===== config.mk =====
export PLATFORM = sky130hd
export DESIGN_NAME = imem_loader
export DESIGN_NICKNAME = d
export VERILOG_FILES = /design/src/rtl/imem_loader.sv
export SDC_FILE = /design/constraint.sdc
export NUM_CORES = 1
export LEC_CHECK = 0
export CORE_ASPECT_RATIO = 0.8
export CORE_MARGIN = 2
export CORE_UTILIZATION = 59
export DETAILED_ROUTE_END_ITERATION = 10
export GPL_TIMING_DRIVEN = 1
export PLACE_DENSITY_LB_ADDON = 0.2
export SETUP_SLACK_MARGIN = 0.15
export SLEW_MARGIN = 20
export SYNTH_ARGS = -nofsm -noshare
export SYNTH_HDL_FRONTEND = slang
export SYNTH_SLANG_ARGS = --single-unit

===== constraint.sdc =====
create_clock -name clock -period 3.15 [get_ports clock]
set_input_delay 0.4725 -clock clock [delete_from_list [all_inputs] [get_ports clock]]
set_output_delay 0.4725 -clock clock [all_outputs]
set_load 0.02 [all_outputs]

===== src/rtl/imem_loader.sv =====
// imem_loader: framed byte-stream loader that writes a program image into
// instruction memory and holds the pipeline until the image is in place.
//
// Ports:
//   clock, reset          - clock, synchronous active-high reset
//   reload                - restart loading from DONE or ERR
//   in_valid/in_data      - stream byte, transferred when in_ready is high
//   in_ready              - loader accepts a byte this cycle
//   mem_we/addr/wdata     - registered instruction-memory write port
//   cpu_hold              - pipeline frozen while high
//   done / error          - load succeeded / checksum mismatch
module imem_loader #(
  parameter logic [7:0] BASE_ADDR   = 8'h00,
  parameter bit         CHECKSUM_EN = 1'b1
) (
  input  logic       clock,
  input  logic       reset,
  input  logic       reload,
  input  logic       in_valid,
  input  logic [7:0] in_data,
  output logic       in_ready,
  output logic       mem_we,
  output logic [7:0] mem_addr,
  output logic [7:0] mem_wdata,
  output logic       cpu_hold,
  output logic       done,
  output logic       error
);

  localparam logic [2:0] S_LEN  = 3'd0;
  localparam logic [2:0] S_DATA = 3'd1;
  localparam logic [2:0] S_CHK  = 3'd2;
  localparam logic [2:0] S_DONE = 3'd3;
  localparam logic [2:0] S_ERR  = 3'd4;

  logic [2:0] state;
  logic [7:0] len;
  logic [7:0] count;
  logic [7:0] sum;
  logic [7:0] next_addr;
  logic       xfer;
  logic       last_byte;

  assign in_ready = (state == S_LEN) ||
                    (state == S_DATA) ||
                    (state == S_CHK);
  assign xfer = in_valid && in_ready;

  // len 0 wraps to 8'hFF here, so a zero length means 256 bytes.
  assign last_byte = (count == len - 8'd1);

  // Without a checksum byte the final write strobe lands in the first
  // DONE cycle; keep the pipeline frozen until that write is in memory.
  assign done     = (state == S_DONE) && !mem_we;
  assign cpu_hold = !done;
  assign error    = (state == S_ERR);

  always_ff @(posedge clock) begin
    if (reset) begin
      state     <= S_LEN;
      len       <= 8'd0;
      count     <= 8'd0;
      sum       <= 8'd0;
      next_addr <= BASE_ADDR;
      mem_we    <= 1'b0;
      mem_addr  <= BASE_ADDR;
      mem_wdata <= 8'd0;
    end else begin
      mem_we <= 1'b0;
      unique case (state)
        S_LEN: begin
          if (xfer) begin
            len       <= in_data;
            count     <= 8'd0;
            sum       <= 8'd0;
            next_addr <= BASE_ADDR;
            state     <= S_DATA;
          end
        end
        S_DATA: begin
          if (xfer) begin
            mem_we    <= 1'b1;
            mem_addr  <= next_addr;
            mem_wdata <= in_data;
            next_addr <= next_addr + 8'd1;
            sum       <= sum + in_data;
            count     <= count + 8'd1;
            if (last_byte)
              state <= CHECKSUM_EN ? S_CHK : S_DONE;
          end
        end
        S_CHK: begin
          if (xfer)
            state <= (in_data == sum) ? S_DONE : S_ERR;
        end
        S_DONE, S_ERR: begin
          if (reload)
            state <= S_LEN;
        end
        default: state <= S_LEN;
      endcase
    end
  end

endmodule


# == Word level (Yosys, flattened, before mapping) ==
# Cells that the tools add are included.
# totals
in_bits,12
out_inout_bits,21
register_bits,52
wordCells,53
# classes
n_reduce_logical,14
bitwise,1
n_mux,15
n_addsub,4
n_eq_ne,11
# op_table
op,count
8-bit one-hot mux with 2 select lines,3
8-bit 2-to-1 mux,4
3-bit 2-to-1 mux,6
"8-bit by 1-bit adder with 8-bit output, second input constant",2
8-bit == test,2
3-bit one-hot mux with 4 select lines,1
"2-bit != test, second input constant",5
8-bit adder,1
"8-bit by 1-bit subtractor with 8-bit output, second input constant",1
"3-bit by 2-bit == test with 1-bit output, second input constant",2
5-bit AND reduction,1
2-bit AND reduction,2
2-bit OR reduction,2
"3-bit by 1-bit == test with 1-bit output, second input constant",1
"3-bit == test, second input constant",1
3-bit logical NOT,1
3-bit AND reduction,1
1-bit logical AND,2
1-bit logical NOT,2
1-bit logical OR,2
2-bit nonzero test,1
1-bit 2-to-1 mux,1
1-bit NOT,1

# == Logic depth before layout (Yosys ltp) ==
# depth
depth_word,6
depth_mapped,10
mapped_depth_nobuf,8

# == Least setup slack after synthesis ==
# Ideal clock, no wire load.
# synth_timing
path_type,input -> register
startpoint,input port in_data[0]
endpoint,register sum[6]
path_buffers,0
slack_ns,1.142
t_arrival_ns,1.891
path_stages,8
setup_time_ns,0.117
path_cell_list,ha_1 fa_1 a21o_1 a21oi_1 o21bai_1 a21oi_1 xnor2_1 a22o_1
# synth_via
elab_chain_cells,3
# synth_lines
item,line,rtl
start: declaration,20,"input logic [7:0] in_data,"
8-bit adder,86,sum <= sum + in_data;
8-bit 2-to-1 mux,81,if (xfer) begin
8-bit one-hot mux with 2 select lines,70,unique case (state)
end signal: assignment,86,
end: declaration,39,logic [7:0] sum;
# Every way passes these cells. The select of a mux whose other input is x is not followed.
# A chain may end at the register's enable or synchronous reset.

# == Worst setup path in the final report ==
# layout_timing
startpoint,register state[1]
endpoint,output port done
# layout_via
elab_chain_cells,2
# layout_lines
item,line,rtl
start: declaration,36,logic [2:0] state;
start signal: assignment,89,state <= CHECKSUM_EN ? S_CHK : S_DONE;
start signal: assignment,94,state <= (in_data == sum) ? S_DONE : S_ERR;
3-bit by 2-bit == test with 1-bit output,54,assign done = (state == S_DONE) && !mem_we;
1-bit logical AND,54,
end: declaration,26,"output logic done,"
# Every way passes these cells.

==> report_table.html <==
<table>
<tr><th>Metric</th><th>Value</th></tr>
<tr><th colspan="2">Critical path</th></tr>
<tr><td>Crit path max fanout</td><td>13</td></tr>
<tr><td>Top delay family on crit path</td><td>buffers and inverters</td></tr>
<tr><td>Required @ worst endpoint</td><td>2.68 ns</td></tr>
<tr><td>Buf+Inv Stages, Crit Path</td><td>2</td></tr>
<tr><td>Data arrival time of the critical path</td><td>1.97 ns</td></tr>
<tr><td>Slowest cell on crit path</td><td>sky130_fd_sc_hd__clkdlybuf4s50_1</td></tr>
<tr><td>Reg-to-Reg Start</td><td>len[0]</td></tr>
<tr><td>Number of cells on the critical path</td><td>4</td></tr>
<tr><td>CP endpoint kind</td><td>output pin</td></tr>
<tr><td>Length in cells of the worst reg-to-reg path</td><td>8</td></tr>
<tr><td>Cell-by-cell listing of the critical path</td><td>nand2_1 -&gt; or3_1 -&gt; inv_1 -&gt; clkdlybuf4s50_1</td></tr>
<tr><td>Critical path start-end classification</td><td>register to output pin</td></tr>
<tr><td>Beginning of the critical path</td><td>state[1]</td></tr>
<tr><td>Peak per-stage delay on the critical path</td><td>0.59 ns</td></tr>
<tr><td>CP Launch Type</td><td>register</td></tr>
<tr><th colspan="2">Synthesis</th></tr>
<tr><td>Syn Nets</td><td>346</td></tr>
<tr><td>Synth Flop Type</td><td>sky130_fd_sc_hd__dfxtp_1</td></tr>
<tr><td>Leading post-synthesis cells by instance count</td><td>60 x sky130_fd_sc_hd__nand2_1, 52 x sky130_fd_sc_hd__dfxtp_1, 37 x sky130_fd_sc_hd__a21oi_1, 31 x sky130_fd_sc_hd__nor2_1, 17 x sky130_fd_sc_hd__xor2_1</td></tr>
<tr><td>Share of synthesized flip-flops with an asynchronous set or reset</td><td>0%</td></tr>
<tr><td>Synth warn</td><td>0</td></tr>
<tr><td>Flip-flop and latch count after synthesis</td><td>52</td></tr>
<tr><td>Number of enable flip-flop cells after synthesis</td><td>0</td></tr>
<tr><td>Leading area contributor after synthesis</td><td>sky130_fd_sc_hd__dfxtp_1</td></tr>
<tr><td>Combined area of all synthesized cells</td><td>2600 µm²</td></tr>
<tr><td>Post-Syn Area per Cell</td><td>8.06 µm²</td></tr>
<tr><td>Portion of the post-synthesis area used by sequential elements</td><td>40.0%</td></tr>
<tr><td>Gate Count Post-Synth</td><td>323</td></tr>
<tr><td>Yosys top cell area share</td><td>40.0%</td></tr>
<tr><td>Cell types with the largest area share after synthesis</td><td>sky130_fd_sc_hd__dfxtp_1 40%, sky130_fd_sc_hd__nand2_1 8.6%, sky130_fd_sc_hd__a21oi_1 7.1%</td></tr>
<tr><td>Most frequently used cell type in the post-synthesis netlist</td><td>sky130_fd_sc_hd__nand2_1</td></tr>
<tr><td>Synth unique cells</td><td>47</td></tr>
<tr><th colspan="2">Power and ir drop</th></tr>
<tr><td>Pwr dens</td><td>527 nW/µm²</td></tr>
<tr><td>Power consumption</td><td>1.62 mW</td></tr>
<tr><td>Max VDD drop</td><td>480 µV</td></tr>
<tr><td>Reported leakage power</td><td>1.17 nW</td></tr>
<tr><th colspan="2">Route</th></tr>
<tr><td>Met1 layer wirelength in the final routing</td><td>2740 µm</td></tr>
<tr><td>Number of optimization iterations in the first detailed-route pass</td><td>4</td></tr>
<tr><td>First-iteration detailed-routing DRC count</td><td>127</td></tr>
<tr><td>Amount of wire on met2 after detailed routing</td><td>2720 µm</td></tr>
<tr><td>Met3 WL</td><td>341 µm</td></tr>
<tr><td>Number of nets with antenna violations after routing</td><td>0</td></tr>
<tr><td>Max Used Layer</td><td>met4</td></tr>
<tr><td>DR WL/cell</td><td>14.6 µm</td></tr>
<tr><td>Post-detailed-route DRC marker count</td><td>0</td></tr>
<tr><td>Total number of vias</td><td>2366</td></tr>
<tr><td>Routed via count divided by cell count</td><td>5.83</td></tr>
<tr><td>Routed wire length</td><td>5920 µm</td></tr>
<tr><th colspan="2">Clock network</th></tr>
<tr><td>Clock latency at the later pin of the worst-skew pair</td><td>0.31 ns</td></tr>
<tr><td>Number of gates resized after CTS</td><td>0</td></tr>
<tr><td>Post-CTS Setup Repair Bufs</td><td>0</td></tr>
<tr><td>Cts bufs inserted</td><td>5</td></tr>
<tr><td>Hold buffer count at cts</td><td>0</td></tr>
<tr><td>CTS tree</td><td>done</td></tr>
<tr><td>Clock transition at the registers of the reported paths</td><td>0.09 ns</td></tr>
<tr><td>Maximum root-to-sink buffer count</td><td>2</td></tr>
<tr><td>Clk sink count</td><td>52</td></tr>
<tr><td>Count of H-tree levels built during CTS</td><td>2</td></tr>
<tr><td>Library cell used as clock root buffer</td><td>sky130_fd_sc_hd__clkbuf_8</td></tr>
<tr><th colspan="2">STA</th></tr>
<tr><td>Count of endpoints failing hold in the final timing report</td><td>0</td></tr>
<tr><td>Final number of max-transition violations</td><td>0</td></tr>
<tr><td>Worst clock skew on the final layout</td><td>0.0114 ns</td></tr>
<tr><td>Minimum clock period</td><td>2.44 ns</td></tr>
<tr><td>Ratio of final minimum period to clock period</td><td>77.4%</td></tr>
<tr><td>Fmax</td><td>410 MHz</td></tr>
<tr><td>Unrepaired setup endpoints after global routing</td><td>no</td></tr>
<tr><td>Tightest Pin Transition</td><td>0.736 ns</td></tr>
<tr><td>Setup Total Neg Slack</td><td>0 ns</td></tr>
<tr><td>Worst slew margin relative to its limit</td><td>50.9%</td></tr>
<tr><td>Final setup violation count</td><td>0</td></tr>
<tr><th colspan="2">Worst hold path</th></tr>
<tr><td>Worst hold path type</td><td>register to register</td></tr>
<tr><td>Hold path cells</td><td>2</td></tr>
<tr><td>Worst Hold Launch</td><td>mem_addr[3]</td></tr>
<tr><th colspan="2">Final layout</th></tr>
<tr><td>Layout cell share with drive strength beyond 1</td><td>4.58%</td></tr>
<tr><td>Net count of the finished layout</td><td>371</td></tr>
<tr><td>Fill cell total of the finished layout</td><td>321</td></tr>
<tr><td>Relative area change from synthesis to final layout</td><td>18.3%</td></tr>
<tr><td>Number of antenna diodes</td><td>0</td></tr>
<tr><th colspan="2">Global route</th></tr>
<tr><td>Maximum number of pins on one net before global-route repair</td><td>20</td></tr>
<tr><td>Number of antenna violations at the first check in global routing</td><td>0</td></tr>
<tr><td>Via count of the first global-routing pass</td><td>2249</td></tr>
<tr><td>First-pass GRT wire length</td><td>10200 µm</td></tr>
<tr><td>Remaining global-route overflow</td><td>0</td></tr>
<tr><td>Total routing resource utilization after global routing</td><td>25.7%</td></tr>
<tr><th colspan="2">Place</th></tr>
<tr><td>Input/output buffers</td><td>32</td></tr>
<tr><td>Placer congestion estimate</td><td>0.898</td></tr>
<tr><td>Final HPWL from detailed placement</td><td>4080 µm</td></tr>
<tr><th colspan="2">Outcome</th></tr>
<tr><td>Status</td><td>complete, no violations</td></tr>
<tr><th colspan="2">Run</th></tr>
<tr><td>MaxCap Viol Count</td><td>0</td></tr>
<tr><th colspan="2">Die</th></tr>
<tr><td>Standard-cell rows</td><td>21</td></tr>
<tr><td>Die width</td><td>78.3 µm</td></tr>
<tr><td>Core Footprint</td><td>4200 µm²</td></tr>
<tr><td>Initial Util</td><td>61.9%</td></tr>
<tr><td>Area enclosed by the die boundary</td><td>4960 µm²</td></tr>
<tr><td>Die height</td><td>63.4 µm</td></tr>
<tr><td>Number of top-level design ports</td><td>33</td></tr>
</table>
-- registers in the layout (all words and copies together), names as in the netlist --
register,count
len,8
mem_wdata,8
mem_we,1
next_addr,8
state,3
count,8
mem_addr,8
sum,8
-- tightest hold or removal path: stages, from the launching register on --
cell and delay, ns:
sky130_fd_sc_hd__dfxtp_1 0.32, sky130_fd_sc_hd__nand2_1 0.05, sky130_fd_sc_hd__a21oi_1 0.05
-- final cells by class --
type | instances | area, µm² | share of cell area (%)
Multi-Input combinational cell | 246 | 1460 | 47.5
Sequential cell | 52 | 1040 | 33.8
Timing Repair Buffer | 38 | 365 | 11.9
Clock buffer | 6 | 82.6 | 2.68
Tap cell | 57 | 71.3 | 2.32
Clock inverter | 2 | 38.8 | 1.26
Inverter | 5 | 18.8 | 0.609
-- kinds of logic (layout without fill, tap and decap cells) --
family / Yosys count / after routing / synth area share (%)
muxes: 1 / 1 / 0.384
and+or+nand+nor: 139 / 139 / 24.7
AOI/OAI and AO/OA: 66 / 66 / 15.8
buffers and inverters: 25 / 51 / 3.84
adders and majority gates: 11 / 11 / 5.57
DFF: 52 / 52 / 40.0
xor gates and xnor gates: 29 / 29 / 9.75
-- per-stage QoR --
step | area [µm²] | instances | setup WS [ns] | utilization [%] | hold slack (ns)
floorplan | 2600 | 323 | 1.14 | - | 0.436
global placement | 2960 | 398 | 0.567 | 70.4 | 0.441
detailed placement | 2960 | 398 | 0.515 | 70.4 | 0.449
CTS | 3080 | 406 | 0.716 | 73.3 | 0.465
global route | 3080 | 406 | 0.601 | 73.3 | 0.483
finish | 3080 | 406 | 0.712 | 73.3 | 0.464
-- final timing paths --
path	slack, ns	end
max reg2reg	0.89	state[0]
max	0.71	done
min	0.46	mem_addr[3]
min reg2reg	0.46	mem_addr[3]
-- layer usage --
metal | track usage, % | vias to the layer above
met5 | 0 | -
met4 | 9.87 | 0
met3 | 5.87 | 13
met2 | 40.3 | 67
met1 | 34.5 | 1131
li1 | - | 1155
-- cell usage in the layout, fill, tap and decap left out, types with 2 or more instances in the layout --
master and n:
sky130_fd_sc_hd__a32o_1 2, sky130_fd_sc_hd__xnor2_1 12, sky130_fd_sc_hd__nand2_1 60, sky130_fd_sc_hd__o21ai_1 3, sky130_fd_sc_hd__o22a_1 2, sky130_fd_sc_hd__nor3b_1 2
sky130_fd_sc_hd__xor2_1 17, sky130_fd_sc_hd__and3_1 2, sky130_fd_sc_hd__a21oi_1 37, sky130_fd_sc_hd__or3_1 3, sky130_fd_sc_hd__nand2b_1 6, sky130_fd_sc_hd__nor4_1 3
sky130_fd_sc_hd__a21o_1 3, sky130_fd_sc_hd__dfxtp_1 52, sky130_fd_sc_hd__nand4_1 5, sky130_fd_sc_hd__nor3_1 6, sky130_fd_sc_hd__clkdlybuf4s50_1 32, sky130_fd_sc_hd__inv_1 5
sky130_fd_sc_hd__ha_1 10, sky130_fd_sc_hd__a22oi_1 3, sky130_fd_sc_hd__nand3_1 13, sky130_fd_sc_hd__o21bai_1 3, sky130_fd_sc_hd__clkbuf_8 6, sky130_fd_sc_hd__a211oi_1 2
sky130_fd_sc_hd__nor2_1 31, sky130_fd_sc_hd__buf_4 6
-- report_power, final --
| part | switching (mW) | total (mW) | leakage (nW) | internal [mW] |
|---|---|---|---|---|
| combinational | 0.231 | 0.396 | 0.684 | 0.166 |
| clock | 0.226 | 0.486 | 0.0614 | 0.260 |
| sequential | 0.0400 | 0.739 | 0.422 | 0.699 |
| total | 0.497 | 1.62 | 1.17 | 1.13 |
(Power assumes the default switching activity.)
